### src/rtl/id_ex_alu_reg.sv
// ID/EX pipeline register with ALU-control decode.
// Captures operands and write control from ID and decodes aluOp/funct into
// the slice mux select, B inversion, carry-in and set-less-than controls.
// Priority per edge: rst > flush > stall > load.
module id_ex_alu_reg (
  input  logic        clk,
  input  logic        rst,
  input  logic        in_valid,
  input  logic        stall,
  input  logic        flush,
  input  logic [1:0]  aluOp,
  input  logic [5:0]  funct,
  input  logic [31:0] rsData,
  input  logic [31:0] rtData,
  input  logic [31:0] imm,
  input  logic        aluSrc,
  input  logic        regWrite,
  input  logic [4:0]  rdAddr,
  output logic        out_valid,
  output logic [31:0] dataA,
  output logic [31:0] dataB,
  output logic [1:0]  sel,
  output logic        invertB,
  output logic        cin0,
  output logic        sltOp,
  output logic        regWrite_q,
  output logic [4:0]  rdAddr_q,
  output logic        illegal,
  output logic [7:0]  illegalCnt
);

  // EX-side register contents; all-zero is the bubble
  typedef struct packed {
    logic        vld;
    logic [31:0] a;
    logic [31:0] b;
    logic [1:0]  sel;
    logic        inv;
    logic        slt;
    logic        rw;
    logic [4:0]  rd;
    logic        ill;
  } ex_t;

  ex_t        ex_q, ex_d;
  logic [7:0] cnt_q, cnt_d;

  logic [1:0] dec_sel;
  logic       dec_inv, dec_slt, dec_ill;

  // ALU-control decode; unknown ops fall back to bubble controls
  always_comb begin
    dec_sel = 2'b00;
    dec_inv = 1'b0;
    dec_slt = 1'b0;
    dec_ill = 1'b0;
    unique case (aluOp)
      2'b00: dec_sel = 2'b10;
      2'b01: begin dec_sel = 2'b11; dec_inv = 1'b1; end
      2'b10: begin
        case (funct)
          6'b100100: dec_sel = 2'b00;
          6'b100101: dec_sel = 2'b01;
          6'b100000: dec_sel = 2'b10;
          6'b100010: begin dec_sel = 2'b11; dec_inv = 1'b1; end
          6'b101010: begin dec_sel = 2'b11; dec_inv = 1'b1; dec_slt = 1'b1; end
          default:   dec_ill = 1'b1;
        endcase
      end
      default: dec_ill = 1'b1;
    endcase
  end

  // Next-state: flush beats stall beats load; counter only moves on load
  always_comb begin
    ex_d  = ex_q;
    cnt_d = cnt_q;
    if (flush) begin
      ex_d = '0;
    end else if (!stall) begin
      ex_d.vld = in_valid;
      ex_d.a   = rsData;
      ex_d.b   = aluSrc ? imm : rtData;
      ex_d.sel = dec_sel;
      ex_d.inv = dec_inv;
      ex_d.slt = dec_slt;
      ex_d.rw  = regWrite & in_valid & ~dec_ill;
      ex_d.rd  = rdAddr;
      ex_d.ill = in_valid & dec_ill;
      if (in_valid && dec_ill && cnt_q != 8'hFF)
        cnt_d = cnt_q + 8'd1;
    end
  end

  // State register with synchronous reset
  always_ff @(posedge clk) begin
    if (rst) begin
      ex_q  <= '0;
      cnt_q <= '0;
    end else begin
      ex_q  <= ex_d;
      cnt_q <= cnt_d;
    end
  end

  assign out_valid  = ex_q.vld;
  assign dataA      = ex_q.a;
  assign dataB      = ex_q.b;
  assign sel        = ex_q.sel;
  assign invertB    = ex_q.inv;
  assign cin0       = ex_q.inv;
  assign sltOp      = ex_q.slt;
  assign regWrite_q = ex_q.rw;
  assign rdAddr_q   = ex_q.rd;
  assign illegal    = ex_q.ill;
  assign illegalCnt = cnt_q;

endmodule

### config.mk
export PLATFORM = sky130hd
export DESIGN_NAME = id_ex_alu_reg
export DESIGN_NICKNAME = d
export VERILOG_FILES = /design/src/rtl/id_ex_alu_reg.sv
export SDC_FILE = /design/constraint.sdc
export NUM_CORES = 1
export LEC_CHECK = 0
export BUFFER_PORTS_ARGS = -buffer_cell sky130_fd_sc_hd__buf_2
export CAP_MARGIN = 0
export CORE_MARGIN = 2
export CORE_UTILIZATION = 44
export DETAILED_ROUTE_END_ITERATION = 8
export PLACE_DENSITY = 0.88
export SLEW_MARGIN = 20
export SYNTH_ARGS = -nofsm -noshare
export SYNTH_HDL_FRONTEND = slang
export SYNTH_SLANG_ARGS = --single-unit
### constraint.sdc
create_clock -name clk -period 2.2 [get_ports clk]
set_input_delay 0.44 -clock clk [delete_from_list [all_inputs] [get_ports clk]]
set_output_delay 0.44 -clock clk [all_outputs]
set_load 0.02 [all_outputs]
==> summary by stage, run 1 <==
Run status
The flow ran to the end, and the final reports show no timing, DRC or antenna violations.

Yosys
The primary flip-flop cell chosen by synthesis mapping is sky130_fd_sc_hd__dfxtp_1. The share of synthesized area occupied by flip-flops and latches is between 40% and 50%. The cell accounting for the most synthesized area is sky130_fd_sc_hd__dfxtp_1. The mean instance size in the synthesized netlist is 9.23 µm². By area the synthesized netlist is led by sky130_fd_sc_hd__dfxtp_1 47%, sky130_fd_sc_hd__mux2i_1 20%, sky130_fd_sc_hd__nor2_1 12%. In the synthesized netlist the async set-or-reset flop fraction comes to 0%. The count of different cell masters after synthesis is 39. The mapped netlist covers roughly 3600 µm².

Synthesis produced just under 400 cells. The Yosys warning count is 0. The synthesized design devotes to its leading area cell type ~47% of total area. Counting flops with a built-in enable in the synthesized netlist gives 0. The number of nets produced by synthesis is 508. Counting flops and latches in the post-synthesis netlist gives 84.

STA
The final count of hold timing violations was 0. Setup repair after global routing left no endpoint under its margin. At the pin with the least slew margin, the transition time is about 0.54 ns. The final-report max-slew violation count is 0. The maximum frequency from static timing analysis is about 0.53 GHz.

Between clock sinks in the finished design, the worst skew comes to about 0.012 ns. After layout, the worst setup slack is about 0.32 ns. The minimum period implied by the final worst setup slack is 1.88 ns. The normalized max-slew margin is 63.9%. Setup violations remaining at the end of the flow were counted as 0. The final period utilization is a little under nine tenths.

Clock tree
The buffer count from post-CTS setup fixing is 0. After clock tree synthesis, the repair step resized 0 gates. The master cell of the clock root buffer is sky130_fd_sc_hd__clkbuf_8.

For this design, the CTS-stage hold fixing added 0 buffers. The later pin in the worst-skew pair is clocked with a latency of approximately 0.33 ns. The H-tree was split into 3 levels.

The clock slew at the register clock pins of the worst setup and hold paths is ~0.09 ns. No sink is reached through more buffers than the 2 on the longest clock path. The TritonCTS clock tree is done.

Clock tree synthesis found a total of 84 sinks. Counting the buffers created by CTS gives 9.

Setup path
The arrival time at the worst endpoint is 2.11 ns. The type of the setup path with the least slack is in2reg. The worst reg-to-reg setup slack is 0.42 ns. Of all nets on the critical path, the largest fanout is 7. The startpoint type of the worst setup path is a primary input. The required arrival time at the worst endpoint is approximately 2.4 ns. STA classifies the critical path endpoint as a flop. The number of cells traversed by the worst register-to-register path is 6.

Floorplan
The floorplan core area is ~7800 µm². In this run the vertical extent of the chip is 94.1 µm. Once the floorplan was initialized, standard cells occupied between 40% and 50% of the core. After floorplanning, the core was divided into 32 placement rows.

The floorplan die area is 8850 µm². The die span in x is roughly 94 µm. Pin placement for this block handled approximately 200 I/O pins.

Route
In the final routed layout, each cell accounts on average for around 13 µm. Dividing the detail-routed via count by the number of cells gives around 5. The DRC violation count after routing is 0. For this block, the routed nets add up to about 8900 µm of wire. The detailed router finished its first iteration with 85 violations. The via total after detailed routing is 3358. The first detailed-routing pass took 4 iterations.

The post-route antenna net violation count is 0.

Placed design
Port buffering added 200 buffers. The HPWL reported at the end of detailed placement is between 6000 and 7000 µm. The worst setup slack before clock tree synthesis is -0.0312 ns. The routability congestion estimate is roughly 0.83.

Once placement completed, the tool counted placed cells totaling around 670.

Pwr
The share of total power dissipated in combinational logic is 15.0%. Total power for the finished layout comes to approximately 3.2 mW. The switching part of the total power is 25.1%.

Cell internal power was estimated by the tool at 2.36 mW. In this run the power density over the cells is 648 nW/µm². The power share of the sequential group is between 50% and 60%. Across the VDD grid, the largest voltage drop is ~0.5 mV.

The static power due to leakage is between 2 and 3 nW. The switching power of the nets is 0.790 mW. The share of total power dissipated in the clock network is about a third.

GRT
Global routing used 19.2% of the available tracks across all layers. The routing usage on met1 is approximately 19%. The number of global-route vias before repair was around 3300. The first-pass GRT wire length is around 14000 µm. The layer flagged by global routing as most heavily used is met2. The maximum number of pins on one net before global-route repair is 112. After global routing the overflow that remains totals 0. The met2 routing resource usage after global routing is between 30% and 40%. In the global route stage, met3 resource usage came out at under 10%. The initial antenna violation count is 0.

Finish
The non-filler instance count after layout is approximately 690. For this run, the share of the core covered by cells in the final layout is 62.4%. Cells with a size suffix above 1 make up between 30% and 40% of the layout. The area overhead of the layout relative to synthesis is 36.4%. The post-layout net count is around 700. The number of antenna diodes in the final layout is 0.

The fill cell total of the finished layout is roughly 690.

Min path
The class of the worst hold path is in2reg. Along the worst hold path, the cell count comes to 3.

Job
The tool flagged a number of max-cap violations equal to 0.
## cell type report
class / count / area (µm²) / share of cell area (%)
Multi-Input combinational cell: 269 / 1750 / 35.9
Tap cell: 102 / 128 / 2.62
Inverter: 7 / 26.3 / 0.540
Timing Repair Buffer: 207 / 1080 / 22.2
Sequential cell: 84 / 1680 / 34.5
Clock inverter: 4 / 47.5 / 0.976
Clock buffer: 12 / 155 / 3.19
## critical path, stage by stage
cell and delay, ns:
sky130_fd_sc_hd__buf_2 0.12, sky130_fd_sc_hd__inv_1 0.11, sky130_fd_sc_hd__ha_1 0.22, sky130_fd_sc_hd__o21bai_1 0.16, sky130_fd_sc_hd__o211ai_1 0.23, sky130_fd_sc_hd__nor3_4 0.35, sky130_fd_sc_hd__nand4_1 0.15, sky130_fd_sc_hd__mux2_1 0.33
## sequential cells by signal, indices dropped and copies added, names as in the netlist
| signal | flops |
|---|---|
| sltOp | 1 |
| illegalCnt | 8 |
| dataA | 32 |
| illegal | 1 |
| out_valid | 1 |
| cin0 | 1 |
| sel | 2 |
| dataB | 32 |
| regWrite_q | 1 |
| rdAddr_q | 5 |
## synth_stat cells (2+ instances only)
library cell / count
sky130_fd_sc_hd__nand4_1: 3
sky130_fd_sc_hd__and2_1: 2
sky130_fd_sc_hd__nand2_1: 5
sky130_fd_sc_hd__dfxtp_1: 84
sky130_fd_sc_hd__clkbuf_1: 19
sky130_fd_sc_hd__mux2i_1: 70
sky130_fd_sc_hd__nor3b_1: 2
sky130_fd_sc_hd__nand3_1: 4
sky130_fd_sc_hd__buf_2: 6
sky130_fd_sc_hd__a21oi_1: 40
sky130_fd_sc_hd__inv_1: 6
sky130_fd_sc_hd__nor2b_1: 2
sky130_fd_sc_hd__xnor2_1: 3
sky130_fd_sc_hd__ha_1: 5
sky130_fd_sc_hd__o211ai_1: 3
sky130_fd_sc_hd__nor2_1: 110
## logic make-up after synthesis
logic type / after synthesis / synth area share (%)
adders and majority gates: 5 / 1.75
and+or+nand+nor: 138 / 17.4
xor gates and xnor gates: 3 / 0.736
DFF: 84 / 47.1
AOI/OAI and AO/OA: 52 / 9.15
buffers and inverters: 34 / 3.89
muxes: 71 / 19.9
## power groups by stage
stage | logic, mW | clock network, mW | registers [mW]
global placement | 0.460 | 0 | 1.62
detailed placement | 0.478 | 0 | 1.62
CTS | 0.479 | 1.13 | 1.59
finish | 0.475 | 1.09 | 1.59
global route | 0.520 | 1.19 | 1.59
floorplan | 0.223 | 0 | 1.68
## final timing paths
check                                    from            end
worst max-delay path                 aluOp[0]  illegalCnt[7]
worst min-delay path                rsData[5]       dataA[5]
worst min register to register          sltOp          sltOp
worst max register to register  illegalCnt[0]  illegalCnt[7]
## stage by stage
stage               hold WS, ns  TNS, ns  area (µm²)
floorplan                 0.541        0        3570
CTS                       0.315        0        4870
detailed placement        0.455  -0.0312        4670
global route              0.326        0        4870
global placement          0.456        0        4670
finish                    0.330        0        4870
## placed cells by master (no fill, tap or decap), types with 2 or more instances in the layout
cell type,Yosys,final
sky130_fd_sc_hd__nor3b_1,2,2
sky130_fd_sc_hd__and2_1,2,2
sky130_fd_sc_hd__clkinv_2,0,2
sky130_fd_sc_hd__clkbuf_8,0,11
sky130_fd_sc_hd__nor2b_1,2,2
sky130_fd_sc_hd__buf_4,1,6
sky130_fd_sc_hd__buf_12,0,2
sky130_fd_sc_hd__nor2_1,110,110
sky130_fd_sc_hd__inv_1,6,6
sky130_fd_sc_hd__nand4_1,3,3
sky130_fd_sc_hd__xnor2_1,3,3
sky130_fd_sc_hd__nand2_1,5,5
sky130_fd_sc_hd__dfxtp_1,84,84
sky130_fd_sc_hd__buf_2,6,199
sky130_fd_sc_hd__o211ai_1,3,3
sky130_fd_sc_hd__ha_1,5,5
sky130_fd_sc_hd__a21oi_1,40,40
sky130_fd_sc_hd__mux2i_1,70,70
sky130_fd_sc_hd__nand3_1,4,4
## metal layers
layer	vias up	part of all wire (%)
li1	1687	-
met1	1532	38
met2	129	53
met3	10	7.8
met4	0	1.0
met5	-	0
Note: power is estimated with default switching activity, not from simulation.
==> run 2: changes to the inputs <==
BUFFER_PORTS_ARGS = default   (was -buffer_cell sky130_fd_sc_hd__buf_2)
CORE_UTILIZATION = 54   (was 44)
DONT_BUFFER_PORTS = 1   (was default)
PLACE_DENSITY = default   (was 0.88)
PLACE_DENSITY_LB_ADDON = 0.15   (was default)
==> run 2 against run 1 <==
  * Clock skew decreased by 0.0064 ns
  * Fmax increased by 8.5%
  * Hold slack got worse by 0.17 ns
  * Sequential share of layout area increased by 8.9 points
  * Combinational power decreased by 57%
  * Sequential power increased by 4%
  * Sequential cell count unchanged
  * Wire length decreased by 10%
  * Critical path depth decreased by 2
  * Setup slack improved by 0.15 ns
  * Largest cell class unchanged
  * Largest power group unchanged
  * Highest routed layer unchanged
==> summary by stage, run 2 (synthesis gave the netlist of run 1 again) <==
Run status
The run finished with clean final reports.

Setup path
For this design, the slowest cell found on the critical path is sky130_fd_sc_hd__nor3_4. The endpoint class of the critical path is a flop. The signal on the critical path passes through ha_1 > nand3_1 > o211ai_1 > nor3_4 > nand4_1 > mux2_1. The worst register-to-register path begins at illegalCnt[0]. The required arrival time at the worst endpoint came to 2.43 ns (about the same). The biggest fanout along the worst timing path came to 7 (unchanged). The startpoint type of the worst setup path is a flop. The type of the setup path with the least slack is reg2reg. In this run the critical register-to-register path is captured at illegalCnt[7]. The number of cells traversed by the worst register-to-register path is 6 (unchanged). The worst reg-to-reg setup slack came to 0.47 ns (+0.05 ns). The maximum single-stage delay on the critical path was 0.34 ns (about the same). The arrival time at the worst endpoint is 1.97 ns (-0.14 ns).

Placed design
The routability congestion estimate was 0.869 (+4.9%). The post-placement cell area is 3630 µm² (-22%). The HPWL reported at the end of detailed placement is 5730 µm (-16%). The cell total after placement is 445 (-33%). The number of port buffers was 0 (-100%).

Route
The met1 routed wirelength after detailed routing is 3040 µm (-11%). The total wire length after detailed routing is 7980 µm (-10%). The detailed router's first-iteration violation count is 53 (-38%).

The via total after detailed routing is 2650 (-21%). The first-pass detailed-route iteration total came to 4 (unchanged). The DRC violation count after routing was 0 (unchanged). The routed length on met2 was 3950 µm (-16%). The average wire per standard cell is 17.3 µm (+33%).

The post-route antenna net violation count is 0 (unchanged). The detailed router used layers up to and including met4. The routed via count divided by cell count is 5.75 (+17%). The sum of met3 wire segment lengths after detailed routing is 728 µm (+4.3%).

Floorplan
The number of placed I/O pins was 201 (unchanged). The starting utilization of the core area is 55.9% (+10 points). The floorplan core area is 6390 µm² (-18%).

The number of rows created at floorplan is 29 (-9.4%). The die span in x came to 85.3 µm (-9.3%). The floorplan die area is 7280 µm² (-18%). The die boundary height is 85.3 µm (-9.3%).

GRT
The initial antenna violation count came to 0 (unchanged). The number of global-route vias before repair was 2517 (-23%). The first-pass GRT wire length came to 11900 µm (-13%).

The all-layer global routing usage is 20.8% (+1.5 points). The total overflow reported by the global router came to 0 (unchanged). The maximum number of pins on one net before global-route repair is 113 (+0.89%).

Clock tree
The buffer count from post-CTS setup fixing is 0 (unchanged). The number of buffers added to fix hold violations after cts was 0 (unchanged). The maximum root-to-sink buffer count is 2 (unchanged). The clock slew at the register clock pins of the worst setup and hold paths is 0.08 ns (about the same). The TritonCTS clock tree is done. The maximum level of the CTS H-tree came to 3 (unchanged). The post-cts repair resize count is 0 (unchanged).

The CTS buffer count is 9 (unchanged). The source-to-sink clock delay at the later pin of the worst-skew pair is 0.34 ns (about the same). The total number of clock tree sinks is 84 (unchanged). The tree is rooted in a sky130_fd_sc_hd__clkbuf_8.

Finish
The share of cells above drive strength 1 is 8.33% (-31 points). The core utilization of the finished layout is 60.7% (-1.7 points). The top cell types in the final layout, fill and taps aside, are 110 x sky130_fd_sc_hd__nor2_1, 84 x sky130_fd_sc_hd__dfxtp_1, 70 x sky130_fd_sc_hd__mux2i_1. The number of antenna repair diodes is 0 (unchanged). The most common cell after layout, fill and taps aside is sky130_fd_sc_hd__nor2_1. The final instance area is 3880 µm² (-20%). The post-layout net count is 500 (-28%). The area overhead of the layout relative to synthesis is 8.55%. The non-filler instance count after layout is 461 (-33%).

STA
The slew at the pin closest to its max-slew limit is 0.623 ns (+0.0815 ns). The normalized max-slew margin is 58.5% (-5.4 points). The final-report setup violation count was 0 (unchanged).

Setup repair after global routing left no endpoint under its margin. The maximum frequency from static timing analysis was 0.577 GHz (+8.5%). The final-report max-slew violation count came to 0 (unchanged). The maximum clock skew at final layout is 0.00605 ns (-0.00643 ns). The minimum period implied by the final worst setup slack is 1.73 ns (-0.148 ns). The final count of hold timing violations is 0 (unchanged).

The final sum of negative setup slack came to 0 ns (unchanged). The final period utilization is 78.8% (-6.7 points). The worst-case hold slack is 0.156 ns (-0.173 ns).

Min path
In this run the worst hold path is classified as in2reg. The worst hold endpoint is illegalCnt[5]. The depth of the worst hold-timing path was 1 (-2).

The critical hold path startpoint is rst.

Pwr
The static power due to leakage came to 1.64 nW (-35%). The worst supply voltage drop on vdd is 0.558 mV (+10%). The power per standard cell area is 822 nW/µm² (+27%).

Job
The number of violations of the max-capacitance limit was 0 (unchanged).
==> run 2: area by class of cell <==
cell class | instances | area, µm²
clock buffers | 10 | 138
fillers | 555 | 2510
multi-input cells | 269 | 1750
repair buffers | 8 | 72.6
clock inverters | 6 | 111
well taps | 77 | 96.3
flip-flops and latches | 84 | 1680
inverters | 7 | 26.3
==> run 2: report_power, final <==
| group | switching [mW] | leakage (nW) | internal (mW) |
|---|---|---|---|
| sequential | 0.0890 | 0.683 | 1.57 |
| clock | 0.545 | 0.122 | 0.785 |
| combinational | 0.0933 | 0.836 | 0.109 |
| total | 0.727 | 1.64 | 2.46 |
==> run 2: metal layers <==
layer	GRT usage (%)	up-vias
li1	-	1293
met1	23.4	1208
met2	34.6	129
met3	6.91	20
met4	11.4	0
met5	0	-
==> run 2: critical path, delay by kind of cell (launching register included) <==
| kind | cells | cell delay [ns] |
|---|---|---|
| AOI/OAI and AO/OA | 1 | 0.17 |
| DFF | 1 | 0.32 |
| adders and majority gates | 1 | 0.23 |
| and+or+nand+nor | 3 | 0.58 |
| muxes | 1 | 0.33 |
==> run 2: through the flow <==
stage | power (mW) | setup slack, ns
final | 3.19 | 0.466
after global routing | 3.31 | 0.339
after CTS | 3.22 | 0.464
after detailed placement | 1.90 | 0.167
after global placement | 1.89 | 0.219
after floorplan | 1.90 | 0.257
==> run 2: how the worst max path moves through the flow <==
stage / slack, ns / to / start / cells past startpoint
finish: 0.47 / illegalCnt[7] / illegalCnt[0] / 6
global placement: 0.22 / illegalCnt[7] / aluOp[1] / 7
global route: 0.34 / illegalCnt[7] / illegalCnt[0] / 6
CTS: 0.46 / illegalCnt[7] / illegalCnt[0] / 6
detailed placement: 0.17 / illegalCnt[7] / aluOp[1] / 7
floorplan: 0.26 / illegalCnt[7] / aluOp[0] / 7
==> run 3: changes to the inputs <==
clock period = 1.5 ns   (was 2.2 ns; I/O delays follow)
==> run 3 against run 2 <==
  * The flow now finishes with violations (negative setup slack)
  * Clock skew is 0.0028 ns higher
  * Via count up 1.6%
  * Total power grew 38%
  * Utilization is 2.9 points higher
  * Clock-buffer cell count is 1 lower
  * Largest cell class unchanged
  * Largest power group unchanged
==> summary by stage, run 3 (synthesis gave the netlist of run 1 again) <==
Run status
The run finished, with violations left. The checks that failed: negative setup slack.

GRT
The first-pass GRT wire length is 12200 µm (+1.9%). The all-layer global routing usage is 21.3% (+0.51 points). The number of global-route vias before repair came to 2544 (+1.1%). The met3 demand-to-capacity share in global routing is 7.88% (+0.97 points). The total overflow reported by the global router is 0 (unchanged). The routing usage on met1 is 23.0% (-0.48 points). The initial antenna violation count is 0 (unchanged).

The met2 routing resource usage after global routing is 37.4% (+2.8 points). The highest-utilization routing layer at the global route stage is met2. The maximum number of pins on one net before global-route repair is 113 (unchanged).

Setup path
The type of the setup path with the least slack is reg2reg. The launching instance or port of the critical path is illegalCnt[0]. The buffering stage count on the worst path with inverters included is 1 (+1). The required arrival time at the worst endpoint is 1.74 ns (-0.69 ns). The maximum single-stage delay on the critical path came to 0.36 ns (+0.02 ns). The signal on the critical path passes through ha_4 > nand3_2 > o211ai_1 > buf_4 > nor4b_4 > a21o_1 > a21oi_2. The arrival time at the worst endpoint was 1.78 ns (-0.19 ns). The source of the worst register-to-register timing path is illegalCnt[0]. STA classifies the critical path startpoint as a flop. For this design, the slowest cell found on the critical path is sky130_fd_sc_hd__dfxtp_4. In this design, the largest share of critical-path delay is due to compound AO/OA/AOI/OAI gates. The biggest fanout along the worst timing path is 3 (-4). The worst setup path is captured at a flop.

STA
The final-report setup violation count is 4 (+4). The final sum of negative setup slack came to -0.0915 ns (-0.0915 ns). The final-report max-slew violation count came to 0 (unchanged).

The maximum clock skew at final layout is 0.00885 ns (+0.00280 ns). Setup repair after global routing could not meet its margin everywhere. The final worst-path setup slack is -0.0336 ns (-0.500 ns). The maximum frequency from static timing analysis is 0.652 GHz (+13%). The slew at the pin closest to its max-slew limit is 0.487 ns (-0.136 ns). The final count of hold timing violations came to 0 (unchanged).

The final period utilization is 102% (+23 points). The normalized max-slew margin was 67.5% (+9.0 points). The minimum period implied by the final worst setup slack is 1.53 ns (-0.200 ns).

Clock tree
The master cell of the clock root buffer is sky130_fd_sc_hd__clkbuf_8. TritonCTS built the clock tree. The CTS buffer count was 9 (unchanged). The total number of clock tree sinks is 84 (unchanged).

The clock slew at the register clock pins of the worst setup and hold paths was 0.08 ns (about the same). The maximum level of the CTS H-tree is 3 (unchanged). The source-to-sink clock delay at the later pin of the worst-skew pair was 0.35 ns (about the same). The maximum root-to-sink buffer count was 2 (unchanged).

Pwr
The static power due to leakage is 1.70 nW (+3.4%). The total chip power came to 4.40 mW (+38%). The power per standard cell area is 1080 nW/µm² (+32%).

The worst supply voltage drop on vdd was 0.639 mV (+14%).

Placed design
The cell total after placement is 454 (+2.0%). The routability congestion estimate is 0.833 (-4.1%). The HPWL reported at the end of detailed placement is 5870 µm (+2.3%). The number of port buffers is 0 (unchanged).

Floorplan
The floorplan core area was 6390 µm² (unchanged). The die boundary height is 85.3 µm (unchanged). The die span in x came to 85.3 µm (unchanged). The number of placed I/O pins is 201 (unchanged). The number of rows created at floorplan came to 29 (unchanged). The floorplan die area is 7280 µm² (unchanged).

The starting utilization of the core area came to 55.9% (unchanged).

Finish
The register cell area after layout is 1690 µm² (+0.30%). The core utilization of the finished layout is 63.6% (+2.9 points). The non-filler instance count after layout is 475 (+3.0%). The area overhead of the layout relative to synthesis is 13.8%. Leaving out fill and tap cells, the most frequent cell in the layout is sky130_fd_sc_hd__nor2_1. The top cell types in the final layout, fill and taps aside, are 110 x sky130_fd_sc_hd__nor2_1, 82 x sky130_fd_sc_hd__dfxtp_1, 70 x sky130_fd_sc_hd__mux2i_1. The number of antenna repair diodes is 0 (unchanged). The multi-input combinational cell area was 1840 µm² (+5.4%).

The fill cell total of the finished layout is 561 (+1.1%). The post-layout net count is 514 (+2.8%). The share of cells above drive strength 1 is 14.6% (+6.2 points).

Route
The post-route antenna net violation count came to 0 (unchanged). The DRC violation count after routing is 0 (unchanged). The via total after detailed routing is 2692 (+1.6%).

The routed via count divided by cell count was 5.67 (-1.4%). The detailed router's first-iteration violation count is 87 (+64%). The average wire per standard cell is 17.4 µm (+0.37%). The first-pass detailed-route iteration total is 4 (unchanged).

The total wire length after detailed routing is 8250 µm (+3.4%).

Min path
The class of the worst hold path is in2reg. The worst hold path begins at rst.

Job
The number of violations of the max-capacitance limit is 0 (unchanged).
run 3: cell count changes in the layout (fill, tap and decap cells not counted), moves of 2 or more:
| cell | change |
|---|---|
| sky130_fd_sc_hd__dfxtp_1 | -2 |
| sky130_fd_sc_hd__inv_6 | +4 |
| sky130_fd_sc_hd__ha_1 | -4 |
| sky130_fd_sc_hd__inv_1 | -2 |
| sky130_fd_sc_hd__ha_4 | +4 |
| sky130_fd_sc_hd__buf_6 | +2 |
| sky130_fd_sc_hd__buf_4 | +12 |
| sky130_fd_sc_hd__bufinv_16 | -2 |
run 3: timing repair:
action / 4_1_cts / 5_1_grt
endpoints found under the setup margin: 7 / 8
pin swaps: 4 / 4
hold buffers: 1 / 0
hold endpoints to repair: 3 / 0
resized for setup: 5 / 4
buffers inserted: 1 / 3
run 3: path summary, 6_finish.rpt:
check                                      to  slack [ns]  depth (start not counted)
worst max register to register  illegalCnt[6]       -0.03                          7
worst max-delay path            illegalCnt[6]       -0.03                          7
worst min register to register     regWrite_q        0.57                          2
worst min-delay path            illegalCnt[6]       0.009                          1
run 3: metrics by stage:
step | area (µm²) | hold WS, ns | worst slack [ns]
after detailed placement | 3770 | 0.370 | -0.276
after global placement | 3770 | 0.367 | -0.220
after global routing | 4060 | 0.00272 | -0.130
final | 4060 | 0.00938 | -0.0336
after CTS | 4020 | 0.000401 | -0.0104
after floorplan | 3650 | 0.444 | -0.210
run 3: final cells by class:
class / count / area share, %
inverter: 7 / 1.36
clock inverter: 7 / 2.00
tap: 77 / 2.37
timing repair buffer: 22 / 4.31
clock buffer: 9 / 3.05
multi-input combinational: 269 / 45.4
sequential: 84 / 41.5
run 3: per-layer routing:
layer | part of all wire [%] | wire [µm]
met1 | 37 | 3070
met2 | 51 | 4170
met3 | 10 | 835
met4 | 2.0 | 168
met5 | 0 | 0
run 3: where the power goes:
| part | total [mW] | internal, mW | switching, mW |
|---|---|---|---|
| Sequential | 2.43 | 2.30 | 0.130 |
| Combinational | 0.324 | 0.179 | 0.146 |
| Clock | 1.65 | 0.796 | 0.853 |
run 3: worst register-to-register path, stage by stage, from the launching register on:
cell                       delay, ns
sky130_fd_sc_hd__dfxtp_4        0.36
sky130_fd_sc_hd__ha_4           0.16
sky130_fd_sc_hd__nand3_2        0.07
sky130_fd_sc_hd__o211ai_1       0.14
sky130_fd_sc_hd__buf_4          0.20
sky130_fd_sc_hd__nor4b_4        0.28
sky130_fd_sc_hd__a21o_1         0.18
sky130_fd_sc_hd__a21oi_2        0.05
